### src/rtl/fpu_round_pack_if.sv
// rtl/fpu_round_pack_if.sv - operand/result handshake bundle for the FP round-and-pack stage
interface fpu_round_pack_if #(
  parameter int EXP_W  = 8,
  parameter int MANT_W = 24
);
  logic                    i_valid;
  logic                    o_ready;
  logic                    i_sign;
  logic [EXP_W-1:0]        i_exp;
  logic [MANT_W-1:0]       i_mant;
  logic                    i_guard;
  logic                    i_round;
  logic                    i_sticky;
  logic [1:0]              i_rnd_mode;
  logic                    i_is_nan;
  logic                    i_is_inf;
  logic                    i_is_zero;
  logic                    o_valid;
  logic                    i_ready;
  logic [EXP_W+MANT_W-1:0] o_result;
  logic                    o_inexact;
  logic                    o_overflow;

  modport slave (
    input  i_valid, i_sign, i_exp, i_mant, i_guard, i_round, i_sticky,
           i_rnd_mode, i_is_nan, i_is_inf, i_is_zero, i_ready,
    output o_ready, o_valid, o_result, o_inexact, o_overflow
  );

  modport master (
    output i_valid, i_sign, i_exp, i_mant, i_guard, i_round, i_sticky,
           i_rnd_mode, i_is_nan, i_is_inf, i_is_zero, i_ready,
    input  o_ready, o_valid, o_result, o_inexact, o_overflow
  );
endinterface

### src/rtl/fpu_round_pack.sv
// rtl/fpu_round_pack.sv - two-stage round-increment decide / apply-and-pack for the FP add path
module fpu_round_pack #(
  parameter int EXP_W  = 8,
  parameter int MANT_W = 24
) (
  input  logic i_clk,
  input  logic i_rst,
  fpu_round_pack_if.slave bus
);
  localparam int RES_W = EXP_W + MANT_W;

  logic s1_load, s2_load;
  logic v1, v2;

  logic              s1_sign, s1_inc, s1_inexact, s1_nan, s1_inf, s1_zero;
  logic [EXP_W-1:0]  s1_exp;
  logic [MANT_W-1:0] s1_mant;

  logic [RES_W-1:0]  res_q;
  logic              inexact_q, overflow_q;

  assign s2_load      = !v2 || bus.i_ready;
  assign s1_load      = !v1 || s2_load;
  assign bus.o_ready  = s1_load;
  assign bus.o_valid  = v2;
  assign bus.o_result = res_q;
  assign bus.o_inexact  = inexact_q;
  assign bus.o_overflow = overflow_q;

  logic lsbs, special, inc_d;

  always_comb begin
    lsbs    = bus.i_guard | bus.i_round | bus.i_sticky;
    special = bus.i_is_nan | bus.i_is_inf | bus.i_is_zero;
    inc_d   = 1'b0;
    case (bus.i_rnd_mode)
      2'b00:   inc_d = bus.i_guard & (bus.i_round | bus.i_sticky | bus.i_mant[0]);
      2'b01:   inc_d = 1'b0;
      2'b10:   inc_d = !bus.i_sign & lsbs;
      default: inc_d = bus.i_sign & lsbs;
    endcase
    if (special) inc_d = 1'b0;
  end

  always_ff @(posedge i_clk) begin
    if (i_rst) begin
      v1 <= 1'b0;
    end else if (s1_load) begin
      v1 <= bus.i_valid;
      if (bus.i_valid) begin
        s1_sign    <= bus.i_sign;
        s1_exp     <= bus.i_exp;
        s1_mant    <= bus.i_mant;
        s1_inc     <= inc_d;
        s1_inexact <= lsbs & !special;
        s1_nan     <= bus.i_is_nan;
        s1_inf     <= bus.i_is_inf;
        s1_zero    <= bus.i_is_zero;
      end
    end
  end

  // Bit k flips only when the increment ripples through an all-ones prefix below it.
  function automatic logic [MANT_W:0] prefix_inc(input logic [MANT_W-1:0] mant, input logic inc);
    logic [MANT_W:0] out;
    logic            carry;
    carry = inc;
    for (int k = 0; k < MANT_W; k++) begin
      out[k] = mant[k] ^ carry;
      carry  = carry & mant[k];
    end
    out[MANT_W] = carry;
    return out;
  endfunction

  logic [MANT_W:0]   sum;
  logic [MANT_W-1:0] m_r;
  logic [EXP_W-1:0]  e_r;
  logic [RES_W-1:0]  res_d;
  logic              inexact_d, overflow_d;

  always_comb begin
    sum = prefix_inc(s1_mant, s1_inc);
    m_r = sum[MANT_W-1:0];
    e_r = s1_exp;
    if (sum[MANT_W]) begin
      m_r = {1'b1, {(MANT_W-1){1'b0}}};
      e_r = s1_exp + EXP_W'(1);
    end else if (s1_exp == '0 && sum[MANT_W-1]) begin
      e_r = EXP_W'(1);
    end

    res_d      = {s1_sign, e_r, m_r[MANT_W-2:0]};
    inexact_d  = s1_inexact;
    overflow_d = 1'b0;
    if (s1_nan) begin
      res_d     = {1'b0, {EXP_W{1'b1}}, 1'b1, {(MANT_W-2){1'b0}}};
      inexact_d = 1'b0;
    end else if (s1_inf) begin
      res_d     = {s1_sign, {EXP_W{1'b1}}, {(MANT_W-1){1'b0}}};
      inexact_d = 1'b0;
    end else if (s1_zero) begin
      res_d     = {s1_sign, {(RES_W-1){1'b0}}};
      inexact_d = 1'b0;
    end else if (e_r == {EXP_W{1'b1}}) begin
      res_d      = {s1_sign, {EXP_W{1'b1}}, {(MANT_W-1){1'b0}}};
      inexact_d  = 1'b1;
      overflow_d = 1'b1;
    end
  end

  always_ff @(posedge i_clk) begin
    if (i_rst) begin
      v2         <= 1'b0;
      res_q      <= '0;
      inexact_q  <= 1'b0;
      overflow_q <= 1'b0;
    end else if (s2_load) begin
      v2 <= v1;
      if (v1) begin
        res_q      <= res_d;
        inexact_q  <= inexact_d;
        overflow_q <= overflow_d;
      end
    end
  end
endmodule

### src/flat_wrapper.sv
// flat-port wrapper written by rule: the top's interface ports become plain ports
module fpu_round_pack_flat 
#(
  parameter int EXP_W  = 8,
  parameter int MANT_W = 24
)
  (i_clk, i_rst, bus_i_valid, bus_i_sign, bus_i_exp, bus_i_mant, bus_i_guard, bus_i_round, bus_i_sticky, bus_i_rnd_mode, bus_i_is_nan, bus_i_is_inf, bus_i_is_zero, bus_i_ready, bus_o_ready, bus_o_valid, bus_o_result, bus_o_inexact, bus_o_overflow);
  fpu_round_pack_if #(.EXP_W(EXP_W), .MANT_W(MANT_W)) bus_i ();
  input  logic i_clk;
  input  logic i_rst;
  input wire logic [$bits(bus_i.i_valid)-1:0] bus_i_valid;
  input wire logic [$bits(bus_i.i_sign)-1:0] bus_i_sign;
  input wire logic [$bits(bus_i.i_exp)-1:0] bus_i_exp;
  input wire logic [$bits(bus_i.i_mant)-1:0] bus_i_mant;
  input wire logic [$bits(bus_i.i_guard)-1:0] bus_i_guard;
  input wire logic [$bits(bus_i.i_round)-1:0] bus_i_round;
  input wire logic [$bits(bus_i.i_sticky)-1:0] bus_i_sticky;
  input wire logic [$bits(bus_i.i_rnd_mode)-1:0] bus_i_rnd_mode;
  input wire logic [$bits(bus_i.i_is_nan)-1:0] bus_i_is_nan;
  input wire logic [$bits(bus_i.i_is_inf)-1:0] bus_i_is_inf;
  input wire logic [$bits(bus_i.i_is_zero)-1:0] bus_i_is_zero;
  input wire logic [$bits(bus_i.i_ready)-1:0] bus_i_ready;
  output wire logic [$bits(bus_i.o_ready)-1:0] bus_o_ready;
  output wire logic [$bits(bus_i.o_valid)-1:0] bus_o_valid;
  output wire logic [$bits(bus_i.o_result)-1:0] bus_o_result;
  output wire logic [$bits(bus_i.o_inexact)-1:0] bus_o_inexact;
  output wire logic [$bits(bus_i.o_overflow)-1:0] bus_o_overflow;
  assign bus_i.i_valid = bus_i_valid;
  assign bus_i.i_sign = bus_i_sign;
  assign bus_i.i_exp = bus_i_exp;
  assign bus_i.i_mant = bus_i_mant;
  assign bus_i.i_guard = bus_i_guard;
  assign bus_i.i_round = bus_i_round;
  assign bus_i.i_sticky = bus_i_sticky;
  assign bus_i.i_rnd_mode = bus_i_rnd_mode;
  assign bus_i.i_is_nan = bus_i_is_nan;
  assign bus_i.i_is_inf = bus_i_is_inf;
  assign bus_i.i_is_zero = bus_i_is_zero;
  assign bus_i.i_ready = bus_i_ready;
  assign bus_o_ready = bus_i.o_ready;
  assign bus_o_valid = bus_i.o_valid;
  assign bus_o_result = bus_i.o_result;
  assign bus_o_inexact = bus_i.o_inexact;
  assign bus_o_overflow = bus_i.o_overflow;
  fpu_round_pack #(.EXP_W(EXP_W), .MANT_W(MANT_W)) u_core (.i_clk(i_clk), .i_rst(i_rst), .bus(bus_i));
endmodule
### config.mk
export PLATFORM = sky130hd
export DESIGN_NAME = fpu_round_pack_flat
export DESIGN_NICKNAME = d
export VERILOG_FILES = /design/src/rtl/fpu_round_pack_if.sv /design/src/rtl/fpu_round_pack.sv /design/src/flat_wrapper.sv
export SDC_FILE = /design/constraint.sdc
export NUM_CORES = 1
export LEC_CHECK = 0
export CELL_PAD_IN_SITES_DETAIL_PLACEMENT = 0
export CELL_PAD_IN_SITES_GLOBAL_PLACEMENT = 2
export CORE_ASPECT_RATIO = 1.1
export CORE_MARGIN = 4
export CORE_UTILIZATION = 32
export CTS_CLUSTER_DIAMETER = 120
export DETAILED_ROUTE_END_ITERATION = 8
export GPL_ROUTABILITY_DRIVEN = 0
export MAX_ROUTING_LAYER = met4
export PLACE_DENSITY_LB_ADDON = 0.25
export SLEW_MARGIN = 30
export SYNTH_ARGS = -nofsm -noshare
export SYNTH_HDL_FRONTEND = slang
export SYNTH_SLANG_ARGS = --single-unit
### constraint.sdc
create_clock -name i_clk -period 7.6 [get_ports i_clk]
set_input_delay 1.9 -clock i_clk [delete_from_list [all_inputs] [get_ports i_clk]]
set_output_delay 1.9 -clock i_clk [all_outputs]
set_load 0.02 [all_outputs]
# After elaboration in Yosys (flattened, before gate mapping)
# Cells that the tools add are included.
# totals
reg_bits	74
input_bits	45
output_inout_bits	36
word_cells	103
# classes
n_addsub	1
eq_ne	3
muxes	16
bitwise	59
reduce_logical	11
# op_table
op	n
31-bit two-way mux	3
32-bit two-way mux	1
1-bit AND	28
1-bit bitwise XOR	24
23-bit two-way mux	1
8-bit two-way mux	2
8-bit by 1-bit adder with 8-bit output (second input constant)	1
8-bit == test (second input constant)	1
8-bit logical NOT	1
1-bit two-way mux	8
1-bit bitwise OR	6
1-bit logical NOT	4
1-bit one-hot mux with 3 select lines	1
3-bit AND reduction	1
2-bit by 1-bit == test with 1-bit output (second input constant)	1
2-bit == test (second input constant)	1
2-bit logical NOT	1
1-bit logical OR	2
2-bit AND reduction	1
1-bit logical AND	1
1-bit inverter	1

# Depth between registers and ports, before layout
# logic_depth
ltp_word	32
mapped_depth	31

# Worst setup path before layout
# OpenSTA, ideal clock, no wires.
# synth_timing
path_type	register -> register
from	register u_core.s1_mant[0]
to	register u_core.res_q[10] (netlist: u_core.bus.o_result[10])
setup_ns	0.117
arrival_ns	6.061
t_required_ns	7.483
setup_slack_ns	1.422
stages_incl_launch_ff	31
n_path_buf	1
path_cell_list	edfxtp_1 -> ha_1 -> ha_1 -> ha_1 -> ha_1 -> ha_1 -> ha_1 -> ha_1 -> ha_1 -> ha_1 -> ha_1 -> ha_1 -> ha_1 -> ha_1 -> ha_1 -> ha_1 -> ha_1 -> ha_1 -> ha_1 -> ha_1 -> ha_1 -> ha_1 -> ha_1 -> ha_1 -> ha_1 -> nor4b_1 -> and4b_1 -> o32ai_2 -> a311oi_2 -> buf_6 -> a22o_1
# synth_via
elab_chain_len	32
word_cells_on_any_way	35
cone_classes	1 x eq/ne; 7 x mux; 26 x bitwise; 1 x reduce/logical
# synth_rtl
element	line	text
from (decl)	fpu_round_pack.sv:17	logic [MANT_W-1:0] s1_mant;
from (signal assigned)	fpu_round_pack.sv:53	s1_mant <= bus.i_mant;
1-bit AND (*) (10 in a row)	fpu_round_pack.sv:70	carry = carry & mant[k];
1-bit AND (13 in a row)	fpu_round_pack.sv:70	
1-bit bitwise XOR	fpu_round_pack.sv:69	out[k] = mant[k] ^ carry;
1-bit logical AND	fpu_round_pack.sv:89	end else if (s1_exp == '0 && sum[MANT_W-1]) begin
8-bit two-way mux	fpu_round_pack.sv:89	
8-bit two-way mux	fpu_round_pack.sv:86	if (sum[MANT_W]) begin
8-bit == test	fpu_round_pack.sv:105	end else if (e_r == {EXP_W{1'b1}}) begin
31-bit two-way mux (*)	fpu_round_pack.sv:105	
31-bit two-way mux (*)	fpu_round_pack.sv:102	end else if (s1_zero) begin
31-bit two-way mux (*)	fpu_round_pack.sv:99	end else if (s1_inf) begin
32-bit two-way mux (*)	fpu_round_pack.sv:96	if (s1_nan) begin
to (signal assigned)	fpu_round_pack.sv:121	res_q <= res_d;
to (decl)	fpu_round_pack.sv:19	logic [RES_W-1:0] res_q;
# Mark *: on every way between the ends. The rest lies on a longest branch, timed or not.
# A chain may end at the register's enable or synchronous reset.

# Final worst setup path
# layout_timing
from	register u_core.s1_inc
to	register u_core.res_q[6] (netlist: u_core.bus.o_result[6])
# layout_via
elab_chain_len	32
word_cells_on_any_way	35
cone_classes	1 x eq/ne; 7 x mux; 26 x bitwise; 1 x reduce/logical
# layout_rtl
element	line	text
from (decl)	fpu_round_pack.sv:15	logic s1_sign, s1_inc, s1_inexact, s1_nan, s1_inf, s1_zero;
from (signal assigned)	fpu_round_pack.sv:54	s1_inc <= inc_d;
1-bit AND (*) (6 in a row)	fpu_round_pack.sv:70	
1-bit AND (17 in a row)	fpu_round_pack.sv:70	
1-bit bitwise XOR	fpu_round_pack.sv:69	
1-bit logical AND	fpu_round_pack.sv:89	
8-bit two-way mux	fpu_round_pack.sv:89	
8-bit two-way mux	fpu_round_pack.sv:86	
8-bit == test	fpu_round_pack.sv:105	
31-bit two-way mux (*)	fpu_round_pack.sv:105	
31-bit two-way mux (*)	fpu_round_pack.sv:102	
31-bit two-way mux (*)	fpu_round_pack.sv:99	
32-bit two-way mux (*)	fpu_round_pack.sv:96	
# Marks and branches as above.

==> results.md <==
- Status: finished, final reports clean
- Mapped Nets: 298
- Global-route wire length before repair: 11300 um
- # resized after CTS: 0
- Fill cell count: 891
- Main combinational cell family by area after synthesis: compound AO/OA/AOI/OAI gates
- Ys flop type: edfxtp_1
- CTS tree: yes
- Period utilisation layout: 91.9%
- Critical Path AT: 7.28 ns
- Yosys warning count: 0
- Least-Margin Pin Slew: 0.894 ns
- Commonest non-fill, non-tap cells in the layout: 80 x clkdlybuf4s50_1, 38 x edfxtp_1, 36 x dfxtp_1, 26 x ha_1, 22 x a22o_1
- Max Root-Sink Buffers: 2
- CP endpoint kind: flip-flop
- Post-synthesis cell type count: 46
- N_diodes: 0
- Synth Area in Simple Gates: 9.89%
- Setup Skew: 0.0180 ns
- # H-tree levels: 3
- Leak pwr: 1.56 nW
- Post-Syn Area: 3050 um2
- DRC Markers: 0
- Post-DP HPWL: 4920 um
- CP max-delay cell: a311oi_4
- Most used cell, CP: ha_1
- Via count: 2065
- Pre-antenna DRT Iters: 4
- ANT nets after route: 0
- Commonest non-fill, non-tap cell in the layout: clkdlybuf4s50_1
- Worst-Skew Late Latency: 0.35 ns
- Area grow syn2layout: 36.3%
- Post-synth EDFFs: 38
- Largest net degree at the start of global routing: 39
- Chip Height: 110 um
- Initial Util: 32.6%
- Die footprint: 11200 um2
- Clk slew on worst S/H paths: 0.08 ns
- Cell Pwr Density: 198 nW/um2
- Routed WL: 6860 um
- Max cap viols: 0
- Row Count: 37
- CTS Buf Count: 9
- Wire length per cell: 15.9 um
- Final Critical Period: 6.99 ns
- Number of global-route vias before repair: 2194
- Unrepaired setup endpoints after global routing: no
- Hold Crit Class: reg -> reg
- Number of port buffers: 80
- Largest cells by area after synthesis: edfxtp_1 37%, dfxtp_1 24%, ha_1 11%, a22o_1 6.3%, nor2_1 2.1%
- Post-Synth Adder-Cell Area: 10.7%
- Post-synthesis register bit count: 74
- CP Launch Type: flip-flop
- Worst path bufs/invs: 1
- Worst hold slack: 0.454 ns
- CP required: 7.90 ns
- Final Max Slew Viols: 0
- Syn Inst Count: 227
- Sequential share of the synthesized area: 61.0%
- Nets: 380
- Cts hold-fix bufs: 0
- Compound-Gate Fraction of Synth Area: 13.3%
- Post-synth top area share: 37.4%
- Max IR drop VDD: 82.3 uV
- Die width: 101 um
- Core footprint: 9350 um2
- XOR/XNOR Fraction of Synth Area: 1.72%
- Ports: 81
- Max Fclk: 143 MHz
- Setup violations, final: 0
- DR iter-0 viols: 100
- CTS Sinks: 74
- Max incr delay on CP: 0.56 ns
- Final hold vios: 0
- CP Max Fanout: 14
- Top delay family on crit path: adder cells
- Rel. slew slack: 40.4%
- Cell Area, Placed: 3950 um2
- Syn_area_per_cell: 13.4 um2
- Post-synthesis mux area share: 0.328%
- Setup bufs post-CTS: 0
- Kind of critical path: reg -> reg
- Gr usage total: 13.4%
- Layout cells sized above 1: 8.28%
- Setup TNS: 0 ns
- Gr ovfl total: 0
- Antenna violations before repair: 0
- Ys async rst share: 0%
- Final instance area: 4160 um2
- Post-synth top area cell: edfxtp_1
- Clk root buf: clkbuf_8
- Via density: 4.79
[worst reg2reg max path, delay by kind of cell (launching register included)]
kind | cells | cell delay [ns]
compound gates | 4 | 1.03
simple gates | 1 | 0.30
flops | 1 | 0.39
buf+inv | 1 | 0.30
fa+ha+maj | 24 | 4.94
[cells in the mapped netlist (all sizes together) (2+ instances only)]
| library cell | instances |
|---|---|
| edfxtp | 38 |
| dfxtp | 36 |
| ha | 26 |
| a22o | 22 |
| nor2 | 17 |
| nand2 | 11 |
| nor3 | 9 |
| inv | 7 |
| buf | 6 |
| a21boi | 5 |
| a21oi | 4 |
| clkbuf | 4 |
| a211oi | 3 |
| and4b | 3 |
| nand4 | 3 |
| o21ai | 3 |
| xnor2 | 3 |
| xor2 | 3 |
| nand3 | 2 |
| nor2b | 2 |
| nor4b | 2 |
[per-stage QoR]
stage          power (mW)  instances  worst slack, ns  util [%]
6_report            0.823        431            0.613      44.4
3_5_place_dp        0.525        415            0.609      42.3
3_3_place_gp        0.524        415            0.699      42.3
5_1_grt             0.865        431            0.152      44.4
2_1_floorplan       0.481        227             1.42         -
4_1_cts             0.836        431            0.580      44.4
[final cells by class]
cell class	instances	area [um2]	area share, %
Clock buffer	10	128	3.07
Clock inverter	6	67.6	1.63
Inverter	7	26.3	0.632
Multi-Input combinational cell	136	1120	26.9
Sequential cell	74	1860	44.8
Tap cell	117	146	3.52
Timing Repair Buffer	81	808	19.4
[sequential cells by signal, summed over array words and instances (netlist names)]
| name | count |
|---|---|
| u_core.s1_nan | 1 |
| u_core.s1_inexact | 1 |
| u_core.s1_zero | 1 |
| u_core.s1_inf | 1 |
| u_core.s1_mant | 24 |
| u_core.s1_sign | 1 |
| u_core.v1 | 1 |
| u_core.s1_inc | 1 |
| u_core.bus.o_overflow | 1 |
| u_core.bus.o_valid | 1 |
| u_core.bus.o_result | 32 |
| u_core.s1_exp | 8 |
| u_core.bus.o_inexact | 1 |
[metal layers]
| layer | GRT usage [%] | wire length (um) |
|---|---|---|
| met5 | - | 0 |
| met1 | 18.5 | 3360 |
| met4 | 4.79 | 107 |
| met3 | 3.73 | 393 |
| met2 | 18.6 | 3000 |
[cells by family (layout without fill, tap and decap cells)]
logic type	Yosys count	in the layout
xor+xnor	6	6
buf+inv	17	104
compound gates	49	49
mux	1	1
simple gates	54	54
fa+ha+maj	26	26
flops	74	74
[worst paths after layout]
| kind | startpoint | end | slack, ns | depth (start not counted) |
|---|---|---|---|---|
| hold reg to reg | u_core.bus.o_result[31] | u_core.bus.o_result[31] | 0.45 | 2 |
| setup / recovery | u_core.s1_inc | u_core.bus.o_result[6] | 0.61 | 30 |
| setup reg to reg | u_core.s1_inc | u_core.bus.o_result[6] | 0.61 | 30 |
| hold / removal | u_core.bus.o_result[31] | u_core.bus.o_result[31] | 0.45 | 2 |
[power breakdown]
group	leakage, nW	internal [mW]	switching (mW)
Sequential	0.651	0.435	0.00934
Combinational	0.812	0.0383	0.0318
Clock	0.0929	0.153	0.155
Total	1.56	0.626	0.197
Note: power is estimated with default switching activity, not from simulation.
